===== src/rtl/univ_ff_arbiter.sv =====
// rtl/univ_ff_arbiter.sv - two-requester round-robin arbiter driving a shared D/T/JK/SR register
// Commands are latched on handshake and applied one cycle later; done reports the result.
module univ_ff_arbiter #(
  parameter int WIDTH = 8
) (
  input  logic             clk,
  input  logic             reset,
  input  logic             req0_valid,
  output logic             req0_ready,
  input  logic [1:0]       req0_mode,
  input  logic [WIDTH-1:0] req0_a,
  input  logic [WIDTH-1:0] req0_b,
  input  logic             req1_valid,
  output logic             req1_ready,
  input  logic [1:0]       req1_mode,
  input  logic [WIDTH-1:0] req1_a,
  input  logic [WIDTH-1:0] req1_b,
  output logic [WIDTH-1:0] q,
  output logic             done,
  output logic             done_id,
  output logic             err,
  output logic [7:0]       cmd_count
);

  typedef enum logic {IDLE = 1'b0, EXEC = 1'b1} state_t;

  localparam logic [1:0] MODE_D  = 2'b00;
  localparam logic [1:0] MODE_T  = 2'b01;
  localparam logic [1:0] MODE_JK = 2'b10;
  localparam logic [1:0] MODE_SR = 2'b11;

  state_t           state_q, state_d;
  logic             last_grant_q, last_grant_d;
  logic [1:0]       mode_q, mode_d;
  logic [WIDTH-1:0] a_q, a_d;
  logic [WIDTH-1:0] b_q, b_d;
  logic             id_q, id_d;
  logic [WIDTH-1:0] q_q, q_d;
  logic             done_q, done_d;
  logic             done_id_q, done_id_d;
  logic             err_q, err_d;
  logic [7:0]       cmd_count_q, cmd_count_d;

  logic             grant0, grant1;
  logic [WIDTH-1:0] next_q;

  // Requester 1 wins when alone, or when contending and requester 0 was granted last.
  always_comb begin
    grant1     = req1_valid && (!req0_valid || !last_grant_q);
    grant0     = req0_valid && !grant1;
    req0_ready = !reset && (state_q == IDLE) && grant0;
    req1_ready = !reset && (state_q == IDLE) && grant1;
  end

  always_comb begin
    next_q = q_q;
    unique case (mode_q)
      MODE_D:  next_q = a_q;
      MODE_T:  next_q = q_q ^ a_q;
      MODE_JK: next_q = (a_q & ~q_q) | (~b_q & q_q);
      MODE_SR: next_q = (a_q & ~b_q) | (q_q & ~(a_q ^ b_q));
      default: next_q = q_q;
    endcase
  end

  always_comb begin
    state_d      = state_q;
    last_grant_d = last_grant_q;
    mode_d       = mode_q;
    a_d          = a_q;
    b_d          = b_q;
    id_d         = id_q;
    q_d          = q_q;
    done_d       = 1'b0;
    done_id_d    = done_id_q;
    err_d        = 1'b0;
    cmd_count_d  = cmd_count_q;
    unique case (state_q)
      IDLE: begin
        if (req0_ready || req1_ready) begin
          mode_d       = grant1 ? req1_mode : req0_mode;
          a_d          = grant1 ? req1_a    : req0_a;
          b_d          = grant1 ? req1_b    : req0_b;
          id_d         = grant1;
          last_grant_d = grant1;
          state_d      = EXEC;
        end
      end
      EXEC: begin
        q_d         = next_q;
        done_d      = 1'b1;
        done_id_d   = id_q;
        err_d       = (mode_q == MODE_SR) && ((a_q & b_q) != '0);
        cmd_count_d = cmd_count_q + 8'd1;
        state_d     = IDLE;
      end
      default: state_d = IDLE;
    endcase
  end

  always_ff @(posedge clk) begin
    if (reset) begin
      state_q      <= IDLE;
      last_grant_q <= 1'b1;
      mode_q       <= MODE_D;
      a_q          <= '0;
      b_q          <= '0;
      id_q         <= 1'b0;
      q_q          <= '0;
      done_q       <= 1'b0;
      done_id_q    <= 1'b0;
      err_q        <= 1'b0;
      cmd_count_q  <= 8'd0;
    end else begin
      state_q      <= state_d;
      last_grant_q <= last_grant_d;
      mode_q       <= mode_d;
      a_q          <= a_d;
      b_q          <= b_d;
      id_q         <= id_d;
      q_q          <= q_d;
      done_q       <= done_d;
      done_id_q    <= done_id_d;
      err_q        <= err_d;
      cmd_count_q  <= cmd_count_d;
    end
  end

  assign q         = q_q;
  assign done      = done_q;
  assign done_id   = done_id_q;
  assign err       = err_q;
  assign cmd_count = cmd_count_q;

endmodule


===== config.mk =====
export PLATFORM = sky130hd
export DESIGN_NAME = univ_ff_arbiter
export DESIGN_NICKNAME = d
export VERILOG_FILES = /design/src/rtl/univ_ff_arbiter.sv
export SDC_FILE = /design/constraint.sdc
export NUM_CORES = 1
export LEC_CHECK = 0
export ABC_AREA = 1
export BUFFER_PORTS_ARGS = -buffer_cell sky130_fd_sc_hd__buf_2
export CAP_MARGIN = 25
export CORE_MARGIN = 4
export CORE_UTILIZATION = 53
export DETAILED_ROUTE_END_ITERATION = 8
export PLACE_DENSITY = 0.8
export SLEW_MARGIN = 0
export SYNTH_ARGS = -nofsm -noshare
export SYNTH_HDL_FRONTEND = slang
export SYNTH_SLANG_ARGS = --single-unit

===== constraint.sdc =====
create_clock -name clk -period 1.5 [get_ports clk]
set_input_delay 0.075 -clock clk [delete_from_list [all_inputs] [get_ports clk]]
set_output_delay 0.075 -clock clk [all_outputs]
set_load 0.01 [all_outputs]

Word-level counts from Yosys, hierarchy flattened --
Index checks and enable logic that the tools add are counted.
Operators by class: add/subtract/negate cells 1, equality and inequality tests 3, multiplexer cells 7, bitwise logic cells 13, reductions and logical operators 16
Operators with widths (count):
- 8-bit bitwise AND | 5
- 8-bit one-hot mux with 4 select lines | 1
- 8-bit inverter | 3
- 8-bit two-way mux | 2
- 8-bit OR | 2
- 8-bit XOR | 2
- 8-bit by 1-bit adder with 8-bit output (second input constant) | 1
- 8-bit nonzero test | 1
- 1-bit logical AND | 6
- 2-bit equality test (second input constant) | 2
- 1-bit zero test | 4
- 2-bit by 1-bit equality test with 1-bit output (second input constant) | 1
- 2-bit zero test | 1
- 1-bit logical OR | 2
- 1-bit two-way mux | 2
- 2-bit two-way mux | 1
- 1-bit one-hot mux with 2 select lines | 1
- 2-bit AND reduction | 1
- 2-bit OR reduction | 1
- 1-bit inverter | 1
Word-level totals: register bits 40, word-level logic and storage cells 51

Depth between registers and ports, before layout --
Gate-level depths: netlist (run 1).
depth after elaboration 9, depth in mapped cells 9

Worst setup path after synthesis (run 1) --
Ideal clock, no wire load.
kind register to register, start register last_grant_q, end register a_q[3], library setup time 0.113 ns, data arrival time 1.056 ns, setup slack 0.332 ns, cell stages (with the launch flop) 10, buffers on the path 2, path through dfxtp_1 > nand2_1 > nand2_1 > buf_4 > inv_2 > buf_4 > nand2_1 > nand2_1 > nor2_1 > nor2_1
Between the ends: longest elaborated chain between the ends 8
RTL lines:
- start: declaration | line 33 | logic last_grant_q, last_grant_d;
- start signal: assignment | line 116 | last_grant_q <= last_grant_d;
- 1-bit zero test * | line 49 | grant1 = req1_valid && (!req0_valid || !last_grant_q);
- 1-bit logical OR * | line 49
- 1-bit logical AND * | line 49
- 1-bit zero test | line 50 | grant0 = req0_valid && !grant1;
- 1-bit logical AND | line 50
- 1-bit logical AND | line 51 | req0_ready = !reset && (state_q == IDLE) && grant0;
- 1-bit logical OR | line 80 | if (req0_ready || req1_ready) begin
- 2-bit AND reduction (no source line)
- end signal: assignment | line 106 | a_q <= '0;
- end signal: assignment | line 118 | a_q <= a_d;
- end: declaration | line 35 | logic [WIDTH-1:0] a_q, a_d;
Every way passes the cells marked *; elsewhere a longest branch is shown, timed or not. A chain may end at the register's enable or synchronous reset.

Final worst setup path (run 1) --
start register state_q, end output req0_ready
Between the ends: longest elaborated chain between the ends 3
RTL lines:
- start: declaration | line 32 | state_t state_q, state_d;
- start signal: assignment | line 115 | state_q <= state_d;
- 1-bit inverter (no source line)
- 1-bit logical AND (2 in series) | line 51
- end: declaration | line 9 | output logic req0_ready,
Every way passes these cells.

==> impl_metrics.tcl, run 1 <==
set metrics [dict create \
    grt-ovfl-total 0 \
    worstPathMaxFanout 4 \
    multi_input_area_um2 1403 \
    io_buffers 60 \
    remaining_drc_errors 0 \
    dr.pass1.iters 4 \
    final.min_clock_period_ns 1.360 \
    dp_hpwl_um 4239 \
    cts-resized-gates 0 \
    start_util 0.5530 \
    ctsHtreeMaxLevel 2 \
    die-area_um2 5756 \
    seq_area_frac_synth 0.3280 \
    critPathKind "reg -> out" \
    hold_buffers 0 \
    std_cell_rows 24 \
    endpoint_kind "output port" \
    synthCells 403 \
    synth_fp_nets 460 \
    die_h_um 75.87 \
    syn_area_per_cell_um2 6.057 \
    max_clock_freq_mhz 735.5 \
    drtIter0Drc 178 \
    grt_use_total 0.2039 \
    grt_pass1_vias 2088 \
    antenna_found_initial 0 \
    power.density_nw_per_um2 938.4 \
    crit_required_ns 1.42 \
    finalSetupTns_ns 0 \
    cts_made_buffers 5 \
    run_status "completed" \
    combinationalPowerShare 0.205 \
    detail-route-antenna-nets 0 \
    grt_pass1_wl_um 9114 \
    total_power_w 0.002737 \
    viasPerCell 4.700 \
    utilization 0.6607 \
    power_switching_w 0.0007963 \
    worstSetupStartpointType "flip-flop" \
    synth_top_cell_area_share 0.3280 \
    p_int_w 0.001941 \
    ys_types 24 \
    cap_violations 0 \
    routabilityCongestion 0.8598 \
    fin_crit_sh 0.9064 \
    wl_per_cell_um 10.62 \
    vias 2444 \
    final_cell_mix "nand2_1 (178), nor2_1 (76), buf_2 (60)" \
    coreArea_um2 4414 \
    grt_max_degree 38 \
    yosys_warnings 0 \
    p_sw_frac 0.2910 \
    power_leakage_nw 1.667 \
    drt_wl_total_um 5520 \
    path_clk_slew_ns 0.08 \
    synth_area_leaders "dfxtp_1 (33%), nand2_1 (28%), nor2_1 (12%)" \
    cts-root-buf "clkbuf_8" \
    dieWidth_um 75.87 \
    diodes 0 \
    areaGrowthSynthToFinish_pct 19.48 \
    postCtsSetupBuffers 0 \
    synth_top_area_cell "dfxtp_1" \
    cts_tree "yes" \
    boundaryPins 61 \
    finalHoldViolCount 0 \
    min_path_type "in -> reg" \
    worstPathArrival_ns 1.28 \
    pwr-share-seq 0.439 \
    nNetsFinal 524 \
    max-vdd-ir-drop_uv 456.8 \
    async_flop_share 0 \
    nFillCells 395 \
    syn_area_um2 2441 \
    clock-sinks 40 \
    clk_latency_ns 0.30 \
    layout-drive-gt1-share 0.1774 \
    final_common_cell "nand2_1" \
    rsz0062_at_grt "false" \
    synth-seq-cells 40 \
    worstMarginPinSlew_ns 0.4287 \
    setup_viol 0 \
    synth-edff-count 0 \
    relSlewSlack 0.7142 \
    ys.flop_type "dfxtp_1" \
    seqCellArea_um2 800.8 \
    pre_cts_ws_ns 0.1284 \
    finClkSkew_ns 0.003231 \
    cts_max_path_buffers 2 \
    drv_slew 0 \
    clkPwrFrac 0.356 \
    setup_ws_ns 0.1404 \
]
critical path, cell delays in order (launching register included):
cell and delay (ns):
dfxtp_1 0.33, inv_2 0.08, nand2_4 0.08, nor2_4 0.18, inv_1 0.08, nor2_1 0.09
buf_2 0.14
synthesized netlist by cell type, types with 2 or more instances:
master,number
nor2_1,76
dfxtp_1,40
nand2_1,179
buf_2,3
nor3_1,4
inv_1,41
o21ai_0,4
ha_1,17
buf_1,2
nand3_1,7
a21oi_1,11
nor2_4,2
inv_2,3
buf_6,3
buf_4,2
final cells by class:
class | count | area share
Tap cell | 52 | 0.02231
Clock inverter | 1 | 0.01030
Inverter | 45 | 0.05792
Timing Repair Buffer | 67 | 0.1210
Sequential cell | 40 | 0.2746
Clock buffer | 7 | 0.03303
Multi-Input combinational cell | 308 | 0.4809
power groups by stage:
stage | logic, W | clock network (W) | registers (W)
finish | 0.000562 | 0.000973 | 0.00120
floorplan | 0.000391 | 0 | 0.00122
detailed placement | 0.000556 | 0 | 0.00122
CTS | 0.000563 | 0.000985 | 0.00120
global placement | 0.000543 | 0 | 0.00122
global route | 0.000651 | 0.00103 | 0.00121
cell families (layout without fill, tap and decap cells):
group / Yosys count / after routing / synth area share
AO/OA/AOI/OAI: 20 / 20 / 0.04716
adder cells (fa/ha/maj): 17 / 17 / 0.08713
buffers and inverters: 55 / 120 / 0.09841
flip-flops: 40 / 40 / 0.3280
AND/OR/NAND/NOR: 271 / 271 / 0.4393
path summary, 6_finish.rpt:
kind	from	endpoint	slack, ns	depth (start not counted)
setup / recovery	state_q	req0_ready	0.14	6
hold / removal	reset	cmd_count[3]	0.04	2
setup reg to reg	state_q	a_q[3]	0.17	7
hold reg to reg	done_id	done_id	0.48	2
per-stage QoR:
step	hold WS, ns	std cells	cell area (um2)
floorplan	0.1543	403	2441
global placement	0.3408	512	2788
detailed placement	0.3520	512	2788
CTS	0.03490	520	2914
global route	0.04793	520	2917
finish	0.04270	520	2917
per-layer routing:
layer  up-vias  GRT usage  wire [um]
li1       1335          -          -
met1      1038     0.2846       2742
met2        64     0.3127       2368
met3         7    0.04749        343
met4         0    0.05825         65
met5         -          0          0
state kept, by name, indices dropped and copies added (netlist names):
signal / count
a_q: 8
b_q: 8
cmd_count: 8
q: 8
mode_q: 2
done: 1
done_id: 1
err: 1
id_q: 1
last_grant_q: 1
state_q: 1
Note: power is estimated with default switching activity, not from simulation.
==> inputs of run 2 (changes only) <==
Settings changed: ABC_AREA 1 to default, CORE_UTILIZATION 53 to 52, PLACE_DENSITY 0.8 to 0.79.
==> run 2 against run 1 <==
Compared with the run above:
- design area shrank 5.4%
- fmax down 3.7%
- first-iteration DRC count down 43%
- register-to-register slack lost 0.04 ns
- synthesized cell count fell by 38%
- hold slack worse by 0.0048 ns
- non-clock buffer count rose by 5
- routed wire length fell by 6.2%
- clock skew rose by 0.0038 ns
- sequential share of layout area up 1.6 points
- core utilization up 0.97 points
- combinational power fell by 11%
- largest cell class unchanged
==> impl_metrics.tcl, run 2 <==
set metrics [dict create \
    diodes 0 \
    grt_max_degree 34 \
    endpoint_kind "output port" \
    die-area_um2 5510 \
    synthCells 250 \
    std_cell_rows 23 \
    slowest_stage "dfxtp_1" \
    grt_pass1_vias 1897 \
    cap_violations 0 \
    cts_tree "yes" \
    pwr-share-seq 0.470 \
    fin_area_um2 2759 \
    dp_hpwl_um 3728 \
    critPathBufInv 2 \
    crit_path_max_incr_delay_ns 0.34 \
    seq_area_frac_synth 0.3511 \
    synth_top_cell_area_share 0.3511 \
    yosys_warnings 0 \
    ys_types 42 \
    final_cell_mix "buf_2 (60), dfxtp_1 (40), a21oi_1 (36)" \
    fin_crit_sh 0.9414 \
    remaining_drc_errors 0 \
    yosys-top-cells-count "dfxtp_1 (40), a21oi_1 (36), mux2i_1 (20)" \
    synth_fp_nets 307 \
    antenna_found_initial 0 \
    max_clock_freq_mhz 708.2 \
    cts_made_buffers 5 \
    wl_per_cell_um 14.31 \
    rsz0062_at_grt "false" \
    ys.flop_type "dfxtp_1" \
    drtIter0Drc 102 \
    boundaryPins 61 \
    async_flop_share 0 \
    dr.pass1.iters 4 \
    ctsHtreeMaxLevel 2 \
    worstPathMaxFanout 22 \
    nFillCells 342 \
    drt_wl_total_um 5179 \
    path_clk_slew_ns 0.08 \
    layout-drive-gt1-share 0.2949 \
    die_h_um 74.23 \
    clkPwrFrac 0.338 \
    power_leakage_nw 1.171 \
    relSlewSlack 0.6888 \
    path_cells "nor2_1 -> buf_6 -> nand2_1 -> nor2_1 -> buf_2" \
    synth_area_leaders "dfxtp_1 (35%), ha_1 (9.3%), mux2i_1 (8.8%)" \
    clock-sinks 40 \
    synth-seq-cells 40 \
    finClkSkew_ns 0.007060 \
    synth-edff-count 0 \
    clk_latency_ns 0.30 \
    grt-ovfl-total 0 \
    crit_required_ns 1.42 \
    synth_most_common_cell "dfxtp_1" \
    drv_slew 0 \
    io_buffers 60 \
    areaGrowthSynthToFinish_pct 20.95 \
    finalSetupTns_ns 0 \
    p_int_w 0.001860 \
    worstPathArrival_ns 1.34 \
    coreArea_um2 4115 \
    grt_use_total 0.1959 \
    seqCellArea_um2 800.8 \
    finalHoldViolCount 0 \
    max-vdd-ir-drop_uv 670.9 \
    p_sw_frac 0.2826 \
    dieWidth_um 74.23 \
    syn_area_um2 2281 \
    grt_pass1_wl_um 8397 \
    multi_input_area_um2 1325 \
    synth_top_area_cell "dfxtp_1" \
    run_status "completed" \
    crit_family "buffers and inverters" \
    setup_viol 0 \
    routabilityCongestion 0.8185 \
    crit_top_cell "nor2_1" \
    final_common_cell "buf_2" \
    nNetsFinal 368 \
    place_area_um2 2635 \
    syn_area_per_cell_um2 9.124 \
    power_switching_w 0.0007325 \
    worstSetupStartpointType "flip-flop" \
    power.density_nw_per_um2 939.5 \
    utilization 0.6704 \
    cts-root-buf "clkbuf_8" \
    rrSetupSlack_ns 0.13 \
    min_path_type "in -> reg" \
    viasPerCell 5.599 \
    critPathKind "reg -> out" \
    worstMarginPinSlew_ns 0.4668 \
    vias 2027 \
    combinationalPowerShare 0.192 \
    final.min_clock_period_ns 1.412 \
    detail-route-antenna-nets 0 \
    cts_max_path_buffers 2 \
    start_util 0.5543 \
]
## run 2: changes by cell type in the layout (fill, tap and decap cells not counted), moves of 6 or more
cell	before	now
a211oi_1	0	13
inv_1	41	14
o21a_1	1	11
a211oi_2	0	9
nor2_1	76	14
o221ai_1	0	6
a21oi_1	11	36
nand2_1	178	5
mux2i_1	0	20
## run 2: per-layer routing
metal	vias up	wire, um	part of all wire	GRT usage
li1	1041	-	-	-
met1	911	2427	0.47	0.2531
met2	70	2270	0.44	0.3120
met3	5	440	0.085	0.05676
met4	0	40	0.0077	0.07115
met5	-	0	0	0
## run 2: worst reg2reg max path: cells and delay by family (launching register included)
kind,cells,cell delay [ns]
AOI/OAI and AO/OA,2,0.37
buffers and inverters,1,0.17
DFF,1,0.38
and+or+nand+nor,1,0.36
## run 2: power groups by stage
| stage | clock network, W | logic (W) | registers (W) |
|---|---|---|---|
| final | 0.000875 | 0.000498 | 0.00122 |
| after detailed placement | 0 | 0.000492 | 0.00124 |
| after floorplan | 0 | 0.000343 | 0.00122 |
| after global placement | 0 | 0.000481 | 0.00124 |
| after global routing | 0.000936 | 0.000557 | 0.00123 |
| after CTS | 0.000897 | 0.000496 | 0.00122 |
## run 2: kinds of logic after synthesis
family | Yosys count | synth area share
fa+ha+maj | 18 | 0.09764
flops | 40 | 0.3511
xor+xnor | 4 | 0.01536
buf+inv | 32 | 0.07021
simple gates | 43 | 0.09545
mux | 20 | 0.08777
compound gates | 93 | 0.2825
## run 2: layout make-up
class                      count  area share
clock buffer                   5     0.02494
clock inverter                 3     0.01542
inverter                      14     0.01905
multi-input combinational    178      0.4803
sequential                    40      0.2902
tap                           50     0.02268
timing repair buffer          72      0.1474
## run 2: repair_timing
action | in CTS | in global routing
setup endpoints to repair | 12 | 2
hold buffers | 0 | 0
gates resized for setup | 1 | 1
setup buffers | 0 | 1
## run 2: per-stage QoR
step,std cells,hold WS (ns),power [W],worst slack (ns)
detailed placement,353,0.3415,0.001734,-0.01144
finish,362,0.03794,0.002592,0.08796
floorplan,250,0.2131,0.001567,0.2727
global route,362,0.05549,0.002722,0.03021
CTS,361,0.03650,0.002611,0.06866
global placement,353,0.3332,0.001718,0.04042
## run 2: path summary, 6_finish.rpt
path	startpoint	end	cells past startpoint
worst max-delay path	state_q	req0_ready	5
worst min-delay path	req1_valid	last_grant_q	2
worst max register to register	state_q	q[2]	4
worst min register to register	cmd_count[7]	cmd_count[7]	2
